`config.mk`:
```
export PLATFORM = sky130hd
export DESIGN_NAME = pipe_stage_reg
export DESIGN_NICKNAME = d
export VERILOG_FILES = /design/src/rtl/pipe_pkg.sv /design/src/rtl/pipe_slot.sv /design/src/rtl/pipe_stage_reg.sv
export SDC_FILE = /design/constraint.sdc
export NUM_CORES = 1
export LEC_CHECK = 0
export BUFFER_PORTS_ARGS = -buffer_cell sky130_fd_sc_hd__buf_2
export CELL_PAD_IN_SITES_DETAIL_PLACEMENT = 0
export CELL_PAD_IN_SITES_GLOBAL_PLACEMENT = 1
export CORE_ASPECT_RATIO = 1.5
export CORE_MARGIN = 2
export CORE_UTILIZATION = 39
export DETAILED_ROUTE_END_ITERATION = 12
export HOLD_SLACK_MARGIN = 0.15
export PLACE_DENSITY_LB_ADDON = 0.15
export SETUP_SLACK_MARGIN = 0.02
export SYNTH_ARGS = -nofsm -noshare
export SYNTH_HDL_FRONTEND = slang
export SYNTH_SLANG_ARGS = --single-unit
```
`constraint.sdc`:
```
create_clock -name clk -period 2 [get_ports clk]
set_clock_uncertainty 0.15 [all_clocks]
set_input_delay 0.1 -clock clk [delete_from_list [all_inputs] [get_ports clk]]
set_output_delay 0.1 -clock clk [all_outputs]
set_load 0.05 [all_outputs]
```
`src/rtl/pipe_pkg.sv`:
```
// pipe_pkg: shared defaults, reset values, entry type and Tnew helper for pipeline stage registers
package pipe_pkg;
  localparam int DATA_W_DEF = 128;
  localparam int TNEW_W_DEF = 2;
  localparam int TNEW_MAX_W = 16;
  localparam logic [31:0] RESET_PC = 32'h0000_3000;
  localparam logic [31:0] NOP_INSTR = 32'h0;
  typedef struct packed {
    logic [31:0]           pc;
    logic [31:0]           instr;
    logic [DATA_W_DEF-1:0] data;
    logic [TNEW_W_DEF-1:0] tnew;
  } stage_entry_t;
  function automatic logic [TNEW_MAX_W-1:0] tnew_sat_dec(input logic [TNEW_MAX_W-1:0] t);
    return (t == '0) ? '0 : t - 1'b1;
  endfunction
endpackage

```
`src/rtl/pipe_slot.sv`:
```
// pipe_slot: one valid flag plus a {pc, instr, payload} entry with load and clear controls
module pipe_slot
  import pipe_pkg::*;
#(
  parameter int          W      = 130,
  parameter logic [31:0] RST_PC = RESET_PC
) (
  input  logic          clk,
  input  logic          reset,
  input  logic          i_clr,
  input  logic          i_load,
  input  logic [W+63:0] i_d,
  output logic          o_valid,
  output logic [W+63:0] o_q
);
  logic          r_valid;
  logic [W+63:0] r_q;
  // reset wins, then clear (PC kept, rest becomes a nop bubble), then load
  always_ff @(posedge clk) begin
    if (reset) begin
      r_valid <= 1'b0;
      r_q     <= {RST_PC, NOP_INSTR, W'(0)};
    end else if (i_clr) begin
      r_valid <= 1'b0;
      r_q     <= {r_q[W+63 -: 32], NOP_INSTR, W'(0)};
    end else if (i_load) begin
      r_valid <= 1'b1;
      r_q     <= i_d;
    end
  end
  assign o_valid = r_valid;
  assign o_q     = r_q;
endmodule

```
`src/rtl/pipe_stage_reg.sv`:
```
// pipe_stage_reg: valid/ready pipeline stage with optional skid entry, flush and Tnew decrement
module pipe_stage_reg #(
  parameter int          DATA_W   = pipe_pkg::DATA_W_DEF,
  parameter int          TNEW_W   = pipe_pkg::TNEW_W_DEF,
  parameter logic [31:0] RESET_PC = pipe_pkg::RESET_PC,
  parameter int          SKID     = 1,
  parameter int          TNEW_DEC = 1
) (
  input  logic              clk,
  input  logic              reset,
  input  logic              flush,
  input  logic              in_valid,
  output logic              in_ready,
  input  logic [31:0]       in_pc,
  input  logic [31:0]       in_instr,
  input  logic [DATA_W-1:0] in_data,
  input  logic [TNEW_W-1:0] in_Tnew,
  output logic              out_valid,
  input  logic              out_ready,
  output logic [31:0]       out_pc,
  output logic [31:0]       out_instr,
  output logic [DATA_W-1:0] out_data,
  output logic [TNEW_W-1:0] out_Tnew
);
  import pipe_pkg::*;
  localparam int PW = DATA_W + TNEW_W;
  logic              w_in_fire, w_out_fire, w_in_ready;
  logic              w_main_v, w_main_load, w_main_clr, w_skid_v;
  logic [PW+63:0]    w_in_entry, w_main_q, w_skid_q;
  logic [TNEW_W-1:0] w_tnew_cap;
  assign w_tnew_cap  = (TNEW_DEC != 0) ? TNEW_W'(tnew_sat_dec(TNEW_MAX_W'(in_Tnew))) : in_Tnew;
  assign w_in_entry  = {in_pc, in_instr, in_data, w_tnew_cap};
  assign w_in_ready  = (SKID != 0) ? !w_skid_v : (!w_main_v | out_ready);
  assign w_in_fire   = in_valid & w_in_ready;
  assign w_out_fire  = w_main_v & out_ready;
  assign w_main_load = (!w_main_v | w_out_fire) & (w_skid_v | w_in_fire);
  assign w_main_clr  = flush | (w_out_fire & !w_skid_v & !w_in_fire);
  pipe_slot #(.W(PW), .RST_PC(RESET_PC)) u_main (
    .clk     (clk),
    .reset   (reset),
    .i_clr   (w_main_clr),
    .i_load  (w_main_load),
    .i_d     (w_skid_v ? w_skid_q : w_in_entry),
    .o_valid (w_main_v),
    .o_q     (w_main_q)
  );
  if (SKID != 0) begin : g_skid
    pipe_slot #(.W(PW), .RST_PC(RESET_PC)) u_skid (
      .clk     (clk),
      .reset   (reset),
      .i_clr   (flush | (w_skid_v & w_main_load)),
      .i_load  (w_main_v & !w_out_fire & w_in_fire),
      .i_d     (w_in_entry),
      .o_valid (w_skid_v),
      .o_q     (w_skid_q)
    );
  end else begin : g_no_skid
    assign w_skid_v = 1'b0;
    assign w_skid_q = '0;
  end
  assign in_ready  = w_in_ready;
  assign out_valid = w_main_v;
  assign {out_pc, out_instr, out_data, out_Tnew} = w_main_q;
endmodule

```
* Yosys cells after proc, flatten, opt, wreduce, memory -nomap -nowiden
Index checks and enable logic that the tools add are counted.
** Storage, ports and cells
- Word-level logic and storage cells :: 32
- Input port bits :: 199
- Flip-flop bits (word level) :: 390
- Output and inout bits :: 196
** Cells by class
- Reduce and logical (&&, ||, !) cells :: 9
- Add/sub/neg operators :: 1
- Muxes and demuxes :: 2
- Bitwise gates (word level) :: 14
** Operators with widths (count)
- 194-bit two-way mux :: 1
- 1-bit bitwise AND :: 8
- 1-bit zero test :: 4
- 1-bit bitwise OR :: 4
- 2-bit AND reduction :: 2
- 2-bit OR reduction :: 2
- 2-bit zero test :: 1
- 2-bit two-way mux :: 1
- 1-bit NOT :: 2
- 2-bit by 1-bit subtractor with 2-bit output (second input constant) :: 1

* Logic depth before layout (Yosys ltp)
- Depth in word-level cells :: 8
- Mapped depth :: 7
- Depth with buffers taken out :: 3

* Hierarchy
A second synthesis with hierarchy kept.
** Second synthesis, totals
- Cells, all modules :: 1567
- Area total of the unflattened synthesis :: 17336.6 um2
** Modules (own cells, without submodules)
- pipe_slot :: cells each 671, seq. area each 3903.7 um2, area an instance 7180.6 um2, times used 2
- pipe_stage_reg :: cells each 225, seq. area each 0.0 um2, area an instance 2975.4 um2, times used 1

* Worst setup path after synthesis
OpenSTA, ideal clock, no wires.
- Kind :: reg2reg
- Start point :: register u_main.r_valid, in the netlist u_main.o_valid
- End point :: register u_main.r_q[101], in the netlist u_main.o_q[101]
- Cell stages (with the launch flop) :: 6
- Setup time :: 0.134 ns
- Path buffers :: 2
- Period minus slack after synthesis :: 1.798 ns
- Data required time :: 1.716 ns
- Slack :: 0.202 ns
- Data arrival time :: 1.514 ns
- Cell sequence :: dfxtp_1 > nand4bb_1 > nand2_2 > buf_2 > buf_1 > a211oi_1
** Between the ends
- Cells in the longest elaborated chain, start to end :: 5
- Elaborated cells on any way between the ends :: 8
- Classes of those cells :: bitwise: 6; reduce/logical: 2
** Ends and longest elaborated chain
- from (decl) :: line pipe_slot.sv:16 : logic r_valid;
- from (signal assigned) :: line pipe_slot.sv:21 : r_valid <= 1'b0;
- from (signal assigned) :: line pipe_slot.sv:24 : r_valid <= 1'b0;
- from (signal assigned) :: line pipe_slot.sv:27 : r_valid <= 1'b1;
- 1-bit bitwise AND :: line pipe_stage_reg.sv:35 : assign w_out_fire = w_main_v & out_ready;
- 1-bit bitwise AND (2 in series) :: line pipe_stage_reg.sv:37 : assign w_main_clr = flush | (w_out_fire & !w_skid_v & !w_in_fire);
- 1-bit bitwise OR :: line pipe_stage_reg.sv:37
- 2-bit OR reduction (no source line)
- to (signal assigned) :: line pipe_slot.sv:22 : r_q <= {RST_PC, NOP_INSTR, W'(0)};
- to (signal assigned) :: line pipe_slot.sv:25 : r_q <= {r_q[W+63 -: 32], NOP_INSTR, W'(0)};
- to (signal assigned) :: line pipe_slot.sv:28 : r_q <= i_d;
- to (decl) :: line pipe_slot.sv:17 : logic [W+63:0] r_q;
Several ways; a longest one is shown, not always the timed one.
A chain may end at the register's enable or synchronous reset.

* Final worst setup path
- Start point :: register u_main.r_valid, in the netlist u_main.o_valid
- End point :: register u_main.r_q[7], in the netlist u_main.o_q[7]
The elaborated chain is that of the path after synthesis.

==> impl_metrics.env <==
export IMPL_status="finished clean"
export IMPL_ys_flop_type="dfxtp_1"
export IMPL_htree_levels=2
export IMPL_tritoncts="yes"
export IMPL_clk_pin_slew_worst_paths_ns=0.06
export IMPL_synth_most_common_cell="dfxtp_1"
export IMPL_multiInputGateArea_um2=7110
export IMPL_reg2reg_slack_ns=0.24
export IMPL_muxShareOfSynthArea_pct=12.2
export IMPL_path_class="reg2reg"
export IMPL_finalSetupTns_ns=0
export IMPL_grt_pass1_vias=14100
export IMPL_portBuffers=394
export IMPL_layout_min_cycle_time_ns=1.76
export IMPL_yosysWarnings=0
export IMPL_yosys_register_bits=390
export IMPL_finalSetupViolations=0
export IMPL_final_cell_area_um2=21400
export IMPL_floorplan_initialDensity_pct=39.3
export IMPL_crit_chain="nand4bb_1, nand2_8, buf_4, a211oi_1"
export IMPL_synth_cells=1754
export IMPL_drc=0
export IMPL_rows=90
export IMPL_area_delta_synth_final_pct=36.1
export IMPL_switchingPower_uw=4840
export IMPL_fin_util_pct=53.5
export IMPL_synthTopCellsByArea="dfxtp_1 (50%), mux2i_1 (12%), a21oi_1 (11%)"
export IMPL_vias=14600
export IMPL_insertedDiodeCount=0
export IMPL_required_ns=2.25
export IMPL_synth_net_count=1953
export IMPL_avgSynthCellArea_um2=8.98
export IMPL_leakagePower_uw=0.00798
export IMPL_fmax_mhz=568
export IMPL_synth_top_cell_area_share_pct=49.5
export IMPL_rr_worst_depth=4
export IMPL_drv_cap=0
export IMPL_grtUsageTotal_pct=23.1
export IMPL_die_h_um=250
export IMPL_min_from="in_data[122]"
export IMPL_yosys_area_top_type="dfxtp_1"
export IMPL_worstSetupStartpointType="flip-flop"
export IMPL_holdPathStages=4
export IMPL_p_per_area_nw_per_um2=840
export IMPL_drt_iter0_drc=758
export IMPL_rsz0062_at_grt="no"
export IMPL_synthAdderAreaFrac_pct=0
export IMPL_reg2reg_from="u_main.o_valid"
export IMPL_slowest_stage="dfxtp_1"
export IMPL_yosysUniqueCellTypes=34
export IMPL_maxSlewViolCount=0
export IMPL_timing_final_crit_share_pct=88.1
export IMPL_clock_root_buffer="clkbuf_16"
export IMPL_numCtsBuffers=40
export IMPL_switching_share_pct=26.8
export IMPL_register_area_um2=7810
export IMPL_synth_edf_count=0
export IMPL_synth_cell_area_um2=15800
export IMPL_drt_pre_antenna_iters=5
export IMPL_path_max_fanout=32
export IMPL_clockBufferDepth=3
export IMPL_overflow=0
export IMPL_tightest_slew_ns=0.747
export IMPL_post_cts_buffers=0
export IMPL_synthArstFlopShare_pct=0
export IMPL_synth_xor_area_share_pct=0
export IMPL_die_area_um2=42100
export IMPL_p_int_uw=13200
export IMPL_clock_sinks=390
export IMPL_avgViaCountPerCell=5.24
export IMPL_p_comb_share_pct=14.1
export IMPL_synth_simple_area_share_pct=9.55
export IMPL_die_x_um=168
export IMPL_slowest_delay_ns=0.50
export IMPL_p_seq_share_pct=44.9
export IMPL_nets=2450
export IMPL_layout_drive_gt1_share_pct=22.3
export IMPL_seq_area_frac_synth_pct=49.5
export IMPL_wl_per_cell_um=18.1
export IMPL_io_pins=395
export IMPL_wl_um=50400
export IMPL_grt_pass1_wl_um=78900
export IMPL_synth_top_family_by_area="compound AO/OA/AOI/OAI gates"
export IMPL_crit_arrival_ns=2.01
export IMPL_hpwl_um=30900
export IMPL_num_fill_cells=3790
export IMPL_grt_max_degree=118
export IMPL_hold_path_class="in2reg"
export IMPL_cp_end_kind="flip-flop"
export IMPL_ant_nets=0
export IMPL_synth_compound_area_share_pct=23.0
export IMPL_placedInstanceArea_um2=18200
export IMPL_pwr_share_clk_pct=41.0
export IMPL_slew_headroom_pct=50.2
export IMPL_ir_worst_vdd_v=0.000567
export IMPL_gp_congestion=0.786
export IMPL_startpoint="u_main.o_valid"
export IMPL_final_hold_viol_count=0
export IMPL_worstSkewPairLatency_ns=0.53
export IMPL_synth_commonest_cells="dfxtp_1 (390), a21oi_1 (355), nand2_1 (323), a211oi_1 (193), mux2i_1 (192)"
export IMPL_core_area_um2=40100
export IMPL_antenna_found_initial=0
-- flip-flops by register name, indices dropped and copies added (netlist names) --
signal                 count
g_skid.u_skid.o_q        194
u_main.o_q               194
g_skid.u_skid.o_valid      1
u_main.o_valid             1
-- cells by family (layout without fill, tap and decap cells) --
| family | after synthesis | in the layout |
|---|---|---|
| buffers and inverters | 182 | 705 |
| multiplexers | 192 | 192 |
| AO/OA/AOI/OAI | 615 | 615 |
| AND/OR/NAND/NOR | 375 | 375 |
| flip-flops | 390 | 390 |
-- stage by stage --
stage	total power [uW]	setup slack, ns	std cells	hold slack, ns
3_3_place_gp	10500	0.301	2517	0.173
6_report	18000	0.239	2783	0.205
4_1_cts	18200	0.204	2783	0.182
3_5_place_dp	10500	0.223	2517	0.176
5_1_grt	18700	0.112	2783	0.209
2_1_floorplan	9710	0.202	1754	0.0679
-- path summary, 6_finish.rpt --
kind | endpoint
setup / recovery | u_main.o_q[7]
hold / removal | g_skid.u_skid.o_q[124]
setup reg to reg | u_main.o_q[7]
hold reg to reg | g_skid.u_skid.o_q[1]
-- routing by layer --
layer | vias up | global-route usage [%] | share of wire, %
met3 | 71 | 3.74 | 4.9
met1 | 6894 | 29.4 | 43
met2 | 377 | 39.9 | 50
met4 | 0 | 7.54 | 3.0
met5 | - | 0 | 0
li1 | 7239 | - | -
-- cell type report --
| class | instances | share of cell area, % |
|---|---|---|
| clock inverter | 10 | 0.467 |
| inverter | 2 | 0.0350 |
| clock buffer | 58 | 5.46 |
| multi-input combinational | 1182 | 33.2 |
| sequential | 390 | 36.4 |
| tap | 506 | 2.95 |
| timing repair buffer | 635 | 21.5 |
-- worst max-delay path, delay by kind of cell, from the launching register on --
kind	cells	cell delay (ns)
AND/OR/NAND/NOR	2	0.60
buffers and inverters	1	0.29
AO/OA/AOI/OAI	1	0.07
flip-flops	1	0.50
-- power by group through the flow --
| stage | Combinational [uW] | Clock [uW] | Sequential [uW] |
|---|---|---|---|
| after CTS | 2560 | 7560 | 8100 |
| after floorplan | 781 | 0 | 8930 |
| after detailed placement | 2230 | 0 | 8270 |
| after global routing | 2710 | 7850 | 8120 |
| final | 2540 | 7380 | 8100 |
| after global placement | 2220 | 0 | 8260 |
-- placed cells by master (no fill, tap or decap), drive strengths merged --
cell type,instances
a211o,2
a211oi,193
a21boi,3
a21oi,355
a311oi,1
a31oi,30
and2,2
and2b,1
and3,1
and4bb,1
buf,437
bufinv,2
clkbuf,58
clkinv,8
dfxtp,390
dlygate4sd3,198
inv,2
mux2i,192
nand2,324
nand2b,1
nand3,33
nand3b,1
nand4bb,2
nor2,6
nor3,1
nor3b,1
o21ai,31
or2,1
-- what timing repair did --
action                     4_1_cts  5_1_grt
setup endpoints to repair        0        0
gates resized for setup          0        0
hold endpoints to repair       390        0
hold buffers                   198        0
Note: power is estimated with default switching activity, not from simulation.
